<file path="src/rtl/regfile_write_arbiter.sv">
// regfile_write_arbiter: shares the regfile write port between the ALU (A) and load (B) writeback requesters.
// One accept per cycle, issued a cycle later; writes to the zero register are counted and swallowed.
module regfile_write_arbiter #(
   parameter int AW        = 5,
   parameter int DW        = 64,
   parameter int XZR_IDX   = 31,
   parameter int PRIO_MODE = 0
)(
   input  logic          clk,
   input  logic          reset,
   input  logic          a_valid,
   output logic          a_ready,
   input  logic [AW-1:0] a_addr,
   input  logic [DW-1:0] a_data,
   input  logic          b_valid,
   output logic          b_ready,
   input  logic [AW-1:0] b_addr,
   input  logic [DW-1:0] b_data,
   output logic          we3,
   output logic [AW-1:0] wa3,
   output logic [DW-1:0] wd3,
   output logic          last_grant,
   output logic [7:0]    xzr_drops
);
   localparam logic [AW-1:0] XZR = AW'(XZR_IDX);
   logic          grant_a, grant_b, accept, drop;
   logic [AW-1:0] addr;
   logic [DW-1:0] data;
   // In round-robin mode A wins a contended cycle only if B took the previous grant.
   always_comb begin
      grant_a = a_valid && (!b_valid || PRIO_MODE != 0 || last_grant);
      grant_b = b_valid && !grant_a;
      accept  = grant_a || grant_b;
      addr    = grant_a ? a_addr : b_addr;
      data    = grant_a ? a_data : b_data;
      drop    = accept && addr == XZR;
   end
   assign a_ready = grant_a;
   assign b_ready = grant_b;
   always_ff @(posedge clk or posedge reset) begin
      if (reset) begin
         we3        <= 1'b0;
         wa3        <= '0;
         wd3        <= '0;
         last_grant <= 1'b1;
         xzr_drops  <= 8'd0;
      end else begin
         we3 <= accept && !drop;
         if (accept && !drop) begin
            wa3 <= addr;
            wd3 <= data;
         end
         if (accept) last_grant <= grant_b;
         if (drop && xzr_drops != 8'hff) xzr_drops <= xzr_drops + 8'd1;
      end
   end
endmodule

</file>
<file path="config.mk">
export PLATFORM = sky130hd
export DESIGN_NAME = regfile_write_arbiter
export DESIGN_NICKNAME = d
export VERILOG_FILES = /design/src/rtl/regfile_write_arbiter.sv
export SDC_FILE = /design/constraint.sdc
export NUM_CORES = 1
export LEC_CHECK = 0
export ABC_AREA = 1
export CORE_ASPECT_RATIO = 0.75
export CORE_MARGIN = 8
export CORE_UTILIZATION = 30
export DETAILED_ROUTE_END_ITERATION = 8
export DONT_BUFFER_PORTS = 1
export PLACE_DENSITY_LB_ADDON = 0.12
export SLEW_MARGIN = 40
export SYNTH_ARGS = -nofsm -noshare
export SYNTH_HDL_FRONTEND = slang
export SYNTH_SLANG_ARGS = --single-unit
</file>
<file path="constraint.sdc">
create_clock -name clk -period 2.7 [get_ports clk]
set_input_delay 0.54 -clock clk [delete_from_list [all_inputs] [get_ports clk]]
set_output_delay 0.54 -clock clk [all_outputs]
set_load 0.05 [all_outputs]
</file>
==> impl_summary.txt, run 1 <==
----------------------------------------------------
[Global routing]
  Maximum number of pins on one net before global-route repair ... 80
  Total congestion overflow ... 0
  Vias in the first global route ... 3521
  Global-route wire length before repair ... 18500 µm
  Initial antenna violation count ... 0
  Total routing resource utilization after global routing ... 13.4%

[Routing]
  Residual DRC count ... 0
  Number of vias after detailed routing ... 3563
  Initial DRT Pass Iterations ... 6
  Detailed-route wire length per cell ... 15.9 µm
  Final wirelength ... 12300 µm
  Number of DRC markers in iteration 0 ... 173
  Routed via count divided by cell count ... 4.60
  Final antenna-violating net count ... 0

[STA]
  Worst hold slack across all endpoints ... 0.174 ns
  Final Max Slew Viols ... 0
  Unrepaired setup endpoints after global routing ... no
  Number of setup violations in the final report ... 0
  Clk_skew ... 0.00389 ns
  Worst-Margin Slew ... 0.600 ns
  Final total negative setup slack ... 0 ns
  Worst rel slew slack ... 60.0%
  Max Clk Rate ... 412 MHz
  Fin crit period ... 2.43 ns
  Number of endpoints with negative hold slack in the final report ... 0
  Post-route clock period utilization ... 89.9%

[Placed design]
  Count of input and output buffers ... 0
  GPL Wtd Cong ... 0.760
  Sum of net half-perimeters after detailed placement ... 9130 µm
  DP Cell Count ... 758

[Die]
  Die area ... 17600 µm²
  Die height ... 117 µm
  Core area ... 13500 µm²
  Die W ... 150 µm
  Initial cell density of the core ... 30.2%
  Number of placement rows ... 37
  I/O pin count ... 223

[Critical path]
  Worst flop-to-flop path endpoint ... wd3[2]
  Worst path max stage delay ... 0.53 ns
  Reg2reg path depth ... 12
  Source of the worst register-to-register timing path ... last_grant
  Critical path's top delay family ... buffers and inverters
  Category of the critical setup timing path ... reg -> out
  Kind of end point of the critical path ... output pin
  Cell Chain, Critical Path ... inv_2 -> nand2_2 -> nand2_2 -> inv_2 -> buf_4
  Worst reg2reg setup slack ... 0.44 ns
  Startpoint class of the critical path ... register
  Critical Path AT ... 1.89 ns
  Critical-path top delay cell ... dfstp_2
  CP bufs+invs ... 3
  Maximum net fanout on the critical path ... 28
  Required time at the endpoint of the critical path ... 2.16 ns

[Cells and area]
  Nets ... 737
  Layout Cells excl Fill ... 774
  Number of fillers in the final layout ... 1453
  Share of layout cells above drive strength 1 ... 7.01%
  Area growth syn-to-layout ... 13.1%
  Multi-input combinational cell area ... 1890 µm²
  Antenna Cells ... 0
  Sequential cell area in the final layout ... 1980 µm²

[Job]
  Count of max-cap constraint violations ... 0

[Clocking]
  Max H-tree Level ... 3
  Clock transition time at the flip-flop clock pins of the worst setup and hold paths ... 0.06 ns
  Clock tree from TritonCTS ... built
  Number of setup buffers added after CTS ... 0
  Number of sinks handled by clock tree synthesis ... 79
  Resize count post-CTS ... 0
  Source-to-sink clock delay at the later pin of the worst-skew pair ... 0.33 ns
  Hold_buf cts ... 0
  Maximum buffer depth of the clock tree ... 2
  Number of buffers created by CTS ... 9
  CTS root buffer ... clkbuf_16

[Yosys]
  Average cell area after synthesis ... 6.81 µm²
  Library cell with the largest summed area after synthesis ... dfrtp_1
  Fraction of post-synthesis cell area in the top cell type by area ... 48.0%
  Warnings from Yosys ... 0
  Top post-synthesis cells by count ... nand2_1, dfrtp_1, buf_2, inv_1, nand4_1
  Synthesized flop and latch total ... 79
  Cell area after synthesis ... 4070 µm²
  EDFF count, synth ... 0
  Most instantiated flip-flop cell in the synthesis netlist ... dfrtp_1
  Largest cells by area after synthesis ... dfrtp_1, nand2_1, buf_2
  Async S/R FF share, synth ... 100%
  Net count of the mapped netlist ... 740
  Gate count of the mapped netlist ... 597
  Post-synth cell types ... 21
  Count leader, synth ... nand2_1
  Sequential-to-total area share from yosys stat ... 48.6%

[Hold path]
  Min-delay worst type ... in -> async

[Power and ir drop]
  Cell area power density ... 873 nW/µm²
  Maximum ir drop on the vdd rail ... 381 µV
  Cell leakage power ... 0.00262 µW

[Run status]
  Outcome ... finished, final reports clean

----------------------------------------------------
## worst max path at each step
stage / from / endpoint / slack (ns) / cells after the start
after detailed placement: b_valid / wd3[49] / 0.42 / 11
after global placement: b_valid / wd3[63] / 0.50 / 12
final: last_grant / a_ready / 0.27 / 5
after global routing: last_grant / a_ready / 0.13 / 5
after floorplan: last_grant / b_ready / 0.07 / 6
after CTS: last_grant / a_ready / 0.24 / 5
## cell type report
| type | count | area share [%] |
|---|---|---|
| clock buffer | 11 | 5.50 |
| clock inverter | 5 | 1.74 |
| inverter | 13 | 1.09 |
| multi-input combinational | 476 | 41.2 |
| sequential | 79 | 43.0 |
| tap | 175 | 4.76 |
| timing repair buffer | 15 | 2.72 |
## logic make-up after synthesis
group	after synthesis	share of synthesized area, %
compound gates	3	0.646
xor+xnor	5	1.08
fa+ha+maj	1	0.308
buf+inv	42	4.77
flops	79	48.6
simple gates	467	44.6
## per-stage QoR
stage / util, % / setup slack, ns / cell area [µm²] / power, µW
2_1_floorplan: - / 0.0709 / 4070 / 2520
4_1_cts: 34.1 / 0.241 / 4600 / 4090
3_5_place_dp: 31.7 / 0.424 / 4270 / 2720
5_1_grt: 34.1 / 0.135 / 4600 / 4250
3_3_place_gp: 31.7 / 0.501 / 4270 / 2710
6_report: 34.1 / 0.272 / 4600 / 4020
## sequential cells by signal (all words and copies together) (netlist names)
signal	cells
xzr_drops	8
wa3	5
wd3	64
last_grant	1
we3	1
## routing by layer
layer  GRT usage (%)  wire length [µm]  up-vias
li1                -                 -     1789
met1            15.6              4950     1618
met2            22.1              5780      148
met3            6.30              1490        8
met4            3.45               109        0
met5               0                 0        -
## power by group
| part | leakage (µW) | switching (µW) | total [µW] | internal, µW |
|---|---|---|---|---|
| combinational | 0.00148 | 414 | 593 | 179 |
| clock | 0.000158 | 484 | 1340 | 859 |
| sequential | 0.000975 | 731 | 2080 | 1350 |
| total | 0.00262 | 1630 | 4020 | 2390 |
## placed cells by master, fill, tap and decap left out
cell          n
clkbuf_8      2
xnor2_1       1
ha_1          1
nor3_1        1
clkbuf_16     9
o21ai_4       1
clkinvlp_4    2
buf_4        14
nand4_1       9
buf_12        1
inv_1        10
clkinv_2      2
nand3_1       5
nand2_1     438
bufinv_16     2
o21ai_0       2
dfstp_2       1
xor2_1        4
inv_2         2
dfrtp_1      78
nor2_4        2
nand3_2       1
nand2_2       3
nor2_1        8
Note: power is estimated with default switching activity, not from simulation.
==> inputs of run 2 (changes only) <==
HOLD_SLACK_MARGIN = 0.03   (was default)
==> results of run 2 <==
Final layout, timing and power as in run 1 (identical DEF).
